### src/rtl/data_memory_ctrl.sv
// data_memory_ctrl
//   Parametrised data memory for the NanoRisc datapath. After reset an
//   initialisation sweep writes the boot constants (or all zeros), one word
//   per clock. After the sweep the block serves one read and/or one write per
//   clock with write-first forwarding, a read-valid strobe and an
//   out-of-range address flag.
//
//   Handshake: a request is accepted on a rising edge when ready is high and
//   MemRead and/or MemWrite is high. There is no back-pressure once ready is
//   up. The results of an accepted request appear one cycle later:
//     - dataOut / dataValid for a read;
//     - addrError for any request whose address is outside the memory.
//
// Ports
//   clock      system clock, rising edge
//   resetn     asynchronous active-low reset
//   address    word address for the read and/or write
//   writeData  write data
//   MemRead    read request
//   MemWrite   write request
//   dataOut    registered read data, held until the next accepted read
//   dataValid  one-cycle pulse, dataOut updated on the preceding edge
//   ready      high once the init sweep has finished (state IDLE)
//   addrError  one-cycle pulse, an accepted request had address >= DEPTH
module data_memory_ctrl #(
  parameter int DATA_WIDTH = 8,
  parameter int ADDR_WIDTH = 4,
  parameter int DEPTH      = 16,
  parameter int PRELOAD    = 1
) (
  input  logic                  clock,
  input  logic                  resetn,
  input  logic [ADDR_WIDTH-1:0] address,
  input  logic [DATA_WIDTH-1:0] writeData,
  input  logic                  MemRead,
  input  logic                  MemWrite,
  output logic [DATA_WIDTH-1:0] dataOut,
  output logic                  dataValid,
  output logic                  ready,
  output logic                  addrError
);

  typedef enum logic {
    INIT = 1'b0,
    IDLE = 1'b1
  } state_t;

  // One bit wider than the address so the sweep counter cannot wrap when
  // DEPTH fills the whole address space.
  localparam logic [ADDR_WIDTH:0] LAST_ADDR = (ADDR_WIDTH+1)'(DEPTH - 1);
  localparam logic [ADDR_WIDTH:0] DEPTH_W   = (ADDR_WIDTH+1)'(DEPTH);
  localparam logic [ADDR_WIDTH:0] ONE_W     = (ADDR_WIDTH+1)'(1);

  state_t                  state_q, state_d;
  logic [ADDR_WIDTH:0]     clr_addr_q, clr_addr_d;
  logic                    init_wr;
  logic                    rd_acc, wr_acc, in_range;
  logic [DATA_WIDTH-1:0]   mem [DEPTH];

  // Boot constant for a given word; values wider than DATA_WIDTH truncate.
  function automatic logic [DATA_WIDTH-1:0] init_value(input logic [ADDR_WIDTH:0] a);
    logic [31:0] v;
    v = 32'd0;
    if (PRELOAD != 0) begin
      if (a == (ADDR_WIDTH+1)'(0))      v = 32'd1;
      else if (a == (ADDR_WIDTH+1)'(1)) v = 32'd15;
      else if (a == (ADDR_WIDTH+1)'(2)) v = 32'd5;
    end
    return DATA_WIDTH'(v);
  endfunction

  assign in_range = {1'b0, address} < DEPTH_W;
  assign ready    = (state_q == IDLE);
  assign rd_acc   = ready && MemRead;
  assign wr_acc   = ready && MemWrite;

  // Next-state logic; the sweep counter only advances while in INIT.
  always_comb begin
    state_d    = state_q;
    clr_addr_d = clr_addr_q;
    init_wr    = 1'b0;
    case (state_q)
      INIT: begin
        init_wr    = 1'b1;
        clr_addr_d = clr_addr_q + ONE_W;
        if (clr_addr_q == LAST_ADDR) state_d = IDLE;
      end
      IDLE: begin
        state_d = IDLE;
      end
      default: state_d = INIT;
    endcase
  end

  always_ff @(posedge clock or negedge resetn) begin
    if (!resetn) begin
      state_q    <= INIT;
      clr_addr_q <= '0;
    end else begin
      state_q    <= state_d;
      clr_addr_q <= clr_addr_d;
    end
  end

  // Storage carries no reset; the sweep defines its contents.
  always_ff @(posedge clock) begin
    if (init_wr) begin
      mem[clr_addr_q[ADDR_WIDTH-1:0]] <= init_value(clr_addr_q);
    end else if (wr_acc && in_range) begin
      mem[address] <= writeData;
    end
  end

  // Read port. A simultaneous write to the same word forwards writeData
  // (write-first); an out-of-range read returns zero.
  always_ff @(posedge clock or negedge resetn) begin
    if (!resetn) begin
      dataOut   <= '0;
      dataValid <= 1'b0;
      addrError <= 1'b0;
    end else begin
      dataValid <= rd_acc;
      addrError <= (rd_acc || wr_acc) && !in_range;
      if (rd_acc) begin
        if (!in_range)   dataOut <= '0;
        else if (wr_acc) dataOut <= writeData;
        else             dataOut <= mem[address];
      end
    end
  end

endmodule

### config.mk
export PLATFORM = sky130hd
export DESIGN_NAME = data_memory_ctrl
export DESIGN_NICKNAME = d
export VERILOG_FILES = /design/src/rtl/data_memory_ctrl.sv
export SDC_FILE = /design/constraint.sdc
export NUM_CORES = 1
export LEC_CHECK = 0
export BUFFER_PORTS_ARGS = -buffer_cell sky130_fd_sc_hd__buf_4
export CELL_PAD_IN_SITES_DETAIL_PLACEMENT = 0
export CELL_PAD_IN_SITES_GLOBAL_PLACEMENT = 1
export CORE_MARGIN = 1
export CORE_UTILIZATION = 25
export CTS_BUF_LIST = sky130_fd_sc_hd__clkbuf_16
export DETAILED_ROUTE_END_ITERATION = 16
export GPL_TIMING_DRIVEN = 0
export MAX_ROUTING_LAYER = met4
export PLACE_DENSITY = 0.48
export SYNTH_ARGS = -nofsm -noshare
export SYNTH_HDL_FRONTEND = slang
export SYNTH_SLANG_ARGS = --single-unit
### constraint.sdc
create_clock -name clock -period 5.3 [get_ports clock]
set_clock_uncertainty 0.15 [all_clocks]
set_input_delay 0.795 -clock clock [delete_from_list [all_inputs] [get_ports clock]]
set_output_delay 0.795 -clock clock [all_outputs]
set_load 0.005 [all_outputs]
==> qor.yml <==
outcome: "completed"
layout_min_cycle_time_ps: 3130
dpl.cell_count: 665
synthesis.nets: 350
yosys.area.top_type: "edfxtp_1"
hold_path_class: "input port to asynchronous set/reset pin"
comb_power_share_pct: 5.3
whs_ps: 72.4
p_clk_share_pct: 47.1
io_buffer_count: 23
final_max_slew_viol_count: 0
finish.instance_area_sq_um: 7050
rsz0062_at_grt: "false"
vias: 3141
cts_tree: "yes"
rr_worst_depth: 5
wirelength_um: 14300
synth_fa_ha_area_share_pct: 1.07
yosysWarnings: 0
leakage_nw: 2.48
grt_max_degree: 17
path_clk_slew_ps: 60
setup_violations: 0
ios: 27
critPathCaptureType: "register"
min_period_over_period_pct: 59.1
postSynthAreaPerCell_sq_um: 17.9
drt-initial-drc-count: 196
routed_via_density: 4.50
synthesis.area_sq_um: 5870
max_clock_freq_ghz: 0.319
synth_compound_area_share_pct: 4.39
tns_ps: 0
dp_slack_ps: 1700
placedInstanceArea_sq_um: 6440
synth_top_family_by_area: "multiplexers"
cts-buffers-inserted: 17
required_ps: 5200
cp-start-kind: "input port"
final_cells: 698
setup_ws_ps: 2170
synth_cell_type_count: 41
switching_share_pct: 22.1
drcViolationCount: 0
rr_endpoint: "mem[8][5]$_DFFE_PP_"
antenna_found_initial: 0
rows: 55
synth_xor_area_share_pct: 0.447
vdd_drop_max_mv: 0.196
grt_overflow_total: 0
htree_levels: 4
critical_path_class: "input port to register"
synthArstFlopShare_pct: 10.5
core_sq_um: 22800
gp_congestion: 0.737
cts_buffer_depth: 2
seqPwrFrac_pct: 47.6
worstSkewPairLatency_ps: 430
worst_slew_pin_slew_ps: 1120
intPower_w: 0.00205
power.switching_w: 0.000579
cp.arrival_ps: 3040
drt-wirelength-per-cell_um: 20.5
synthMuxAreaShare_pct: 12.8
root_buffer: "clkbuf_16"
crit_fanout: 10
synth_edf_count: 128
grt_pass1_vias: 3367
drt-pass1-iter-count: 4
cts_sinks: 143
synth.top_cells.by_area: "edfxtp_1 65%, mux4_2 11%, dfrtp_1 6.4%"
ant_nets: 0
final_nets: 392
synth_cells: 329
max_cap_violations: 0
final_layout_size_suffix_gt1_share_pct: 25.0
die_y_um: 155
fillers: 2275
rrSetupSlack_ps: 2320
r2r_start: "ready$_DFF_PN0_"
grt_pass1_wl_um: 21700
area_growth_pct: 20.0
dieArea_sq_um: 24100
hold_buffers: 0
yosys.area_share.simple_pct: 6.95
relSlewSlack_pct: 25.2
cts_resized: 0
die_w_um: 155
yosys.area.top_type_share_pct: 65.4
hold_violations: 0
dp_hpwl_um: 9660
initial_utilization_pct: 25.7
synth-seq-cells: 143
power.density_nw_per_um2: 372
synthFlopType: "edfxtp_1"
cts_setup_buffers: 0
ys_seq_area_share_pct: 71.8
grtUsageTotal_pct: 13.4
[routing by layer]
| metal | wire length, um | vias to the layer above | track usage, % |
|---|---|---|---|
| li1 | - | 1401 | - |
| met2 | 6850 | 69 | 20.4 |
| met4 | 129 | 0 | 4.44 |
| met5 | 0 | - | - |
| met1 | 6730 | 1660 | 17.2 |
| met3 | 578 | 11 | 3.62 |
[sequential cells by signal (all words and copies together), names as in the netlist]
register and count:
mem 128, dataOut 8, ready 1, dataValid 1, clr_addr_q 5
[synthesized netlist by cell type (all sizes together), types with 2 or more instances]
master,number
edfxtp,128
nor3b,4
nand2b,2
a31oi,10
xnor2,3
clkbuf,10
dfrtp,15
and2,2
nand3,6
a211oi,3
nor2,19
o22a,5
a22oi,5
a21oi,2
inv,3
and3,5
a2111oi,3
ha,5
o22ai,3
nand2,25
o21ai,2
nor2b,10
mux4,32
buf,11
nor3,7
[through the flow]
step	power [W]	utilization, %
floorplan	0.00135	-
global placement	0.00141	28.2
detailed placement	0.00142	28.2
CTS	0.00265	30.8
global route	0.00271	30.8
finish	0.00262	30.8
[cell type report]
| cell class | count | area, sq um | area share [%] |
|---|---|---|---|
| Inverter | 3 | 11.3 | 0.160 |
| Tap cell | 313 | 392 | 5.56 |
| Clock buffer | 17 | 425 | 6.04 |
| Buffer | 21 | 131 | 1.86 |
| Timing Repair Buffer | 23 | 173 | 2.45 |
| Antenna cell | 1 | 2.50 | 0.0355 |
| Sequential cell | 143 | 4220 | 59.9 |
| Multi-Input combinational cell | 162 | 1510 | 21.4 |
| Clock inverter | 15 | 181 | 2.57 |
[worst max-delay path: stages]
cell      delay [ps]
buf_4            130
clkbuf_1         460
buf_1            550
a31oi_1          330
nor2_1           750
[power groups by stage]
stage | Clock [W] | Sequential [W] | Combinational (W)
CTS | 0.00126 | 0.00125 | 0.000144
global placement | 0 | 0.00127 | 0.000142
floorplan | 0 | 0.00127 | 0.0000801
finish | 0.00124 | 0.00125 | 0.000140
detailed placement | 0 | 0.00127 | 0.000144
global route | 0.00131 | 0.00125 | 0.000154
[cells by family after synthesis]
logic type / count (synthesis)
AOI/OAI and AO/OA: 35
xor gates and xnor gates: 3
adders and majority gates: 5
buffers and inverters: 24
DFF: 143
muxes: 34
other: 1
and+or+nand+nor: 84
[cells in the final DEF, fill, tap and decap left out, types with 2 or more instances in the layout]
cell type,n
edfxtp_1,128
mux4_2,29
nand2_1,25
buf_4,24
nor2_1,19
clkbuf_16,17
dfrtp_1,15
clkbuf_1,10
nor2b_1,10
a31oi_1,10
nor3_1,7
nand3_1,6
buf_2,5
and3_1,5
a22oi_1,5
o22a_1,5
ha_1,5
nor3b_1,4
inv_6,4
inv_1,3
xnor2_1,3
mux4_1,3
a211oi_1,3
o22ai_1,3
clkinv_2,3
bufinv_16,3
clkinv_4,3
and2_1,2
buf_6,2
a21oi_1,2
nand2b_1,2
a2111oi_1,2
[worst max path at each step]
stage                     startpoint                    to  cells after the start
after floorplan           address[1]   mem[2][0]$_DFFE_PP_                      6
after CTS                 address[2]  mem[15][5]$_DFFE_PP_                      5
after global routing      address[2]  mem[13][4]$_DFFE_PP_                      5
final                     address[2]   mem[5][7]$_DFFE_PP_                      5
after detailed placement  address[2]  mem[15][3]$_DFFE_PP_                      5
after global placement    address[2]  mem[13][6]$_DFFE_PP_                      5
Power figures use the tool's default switching activity.
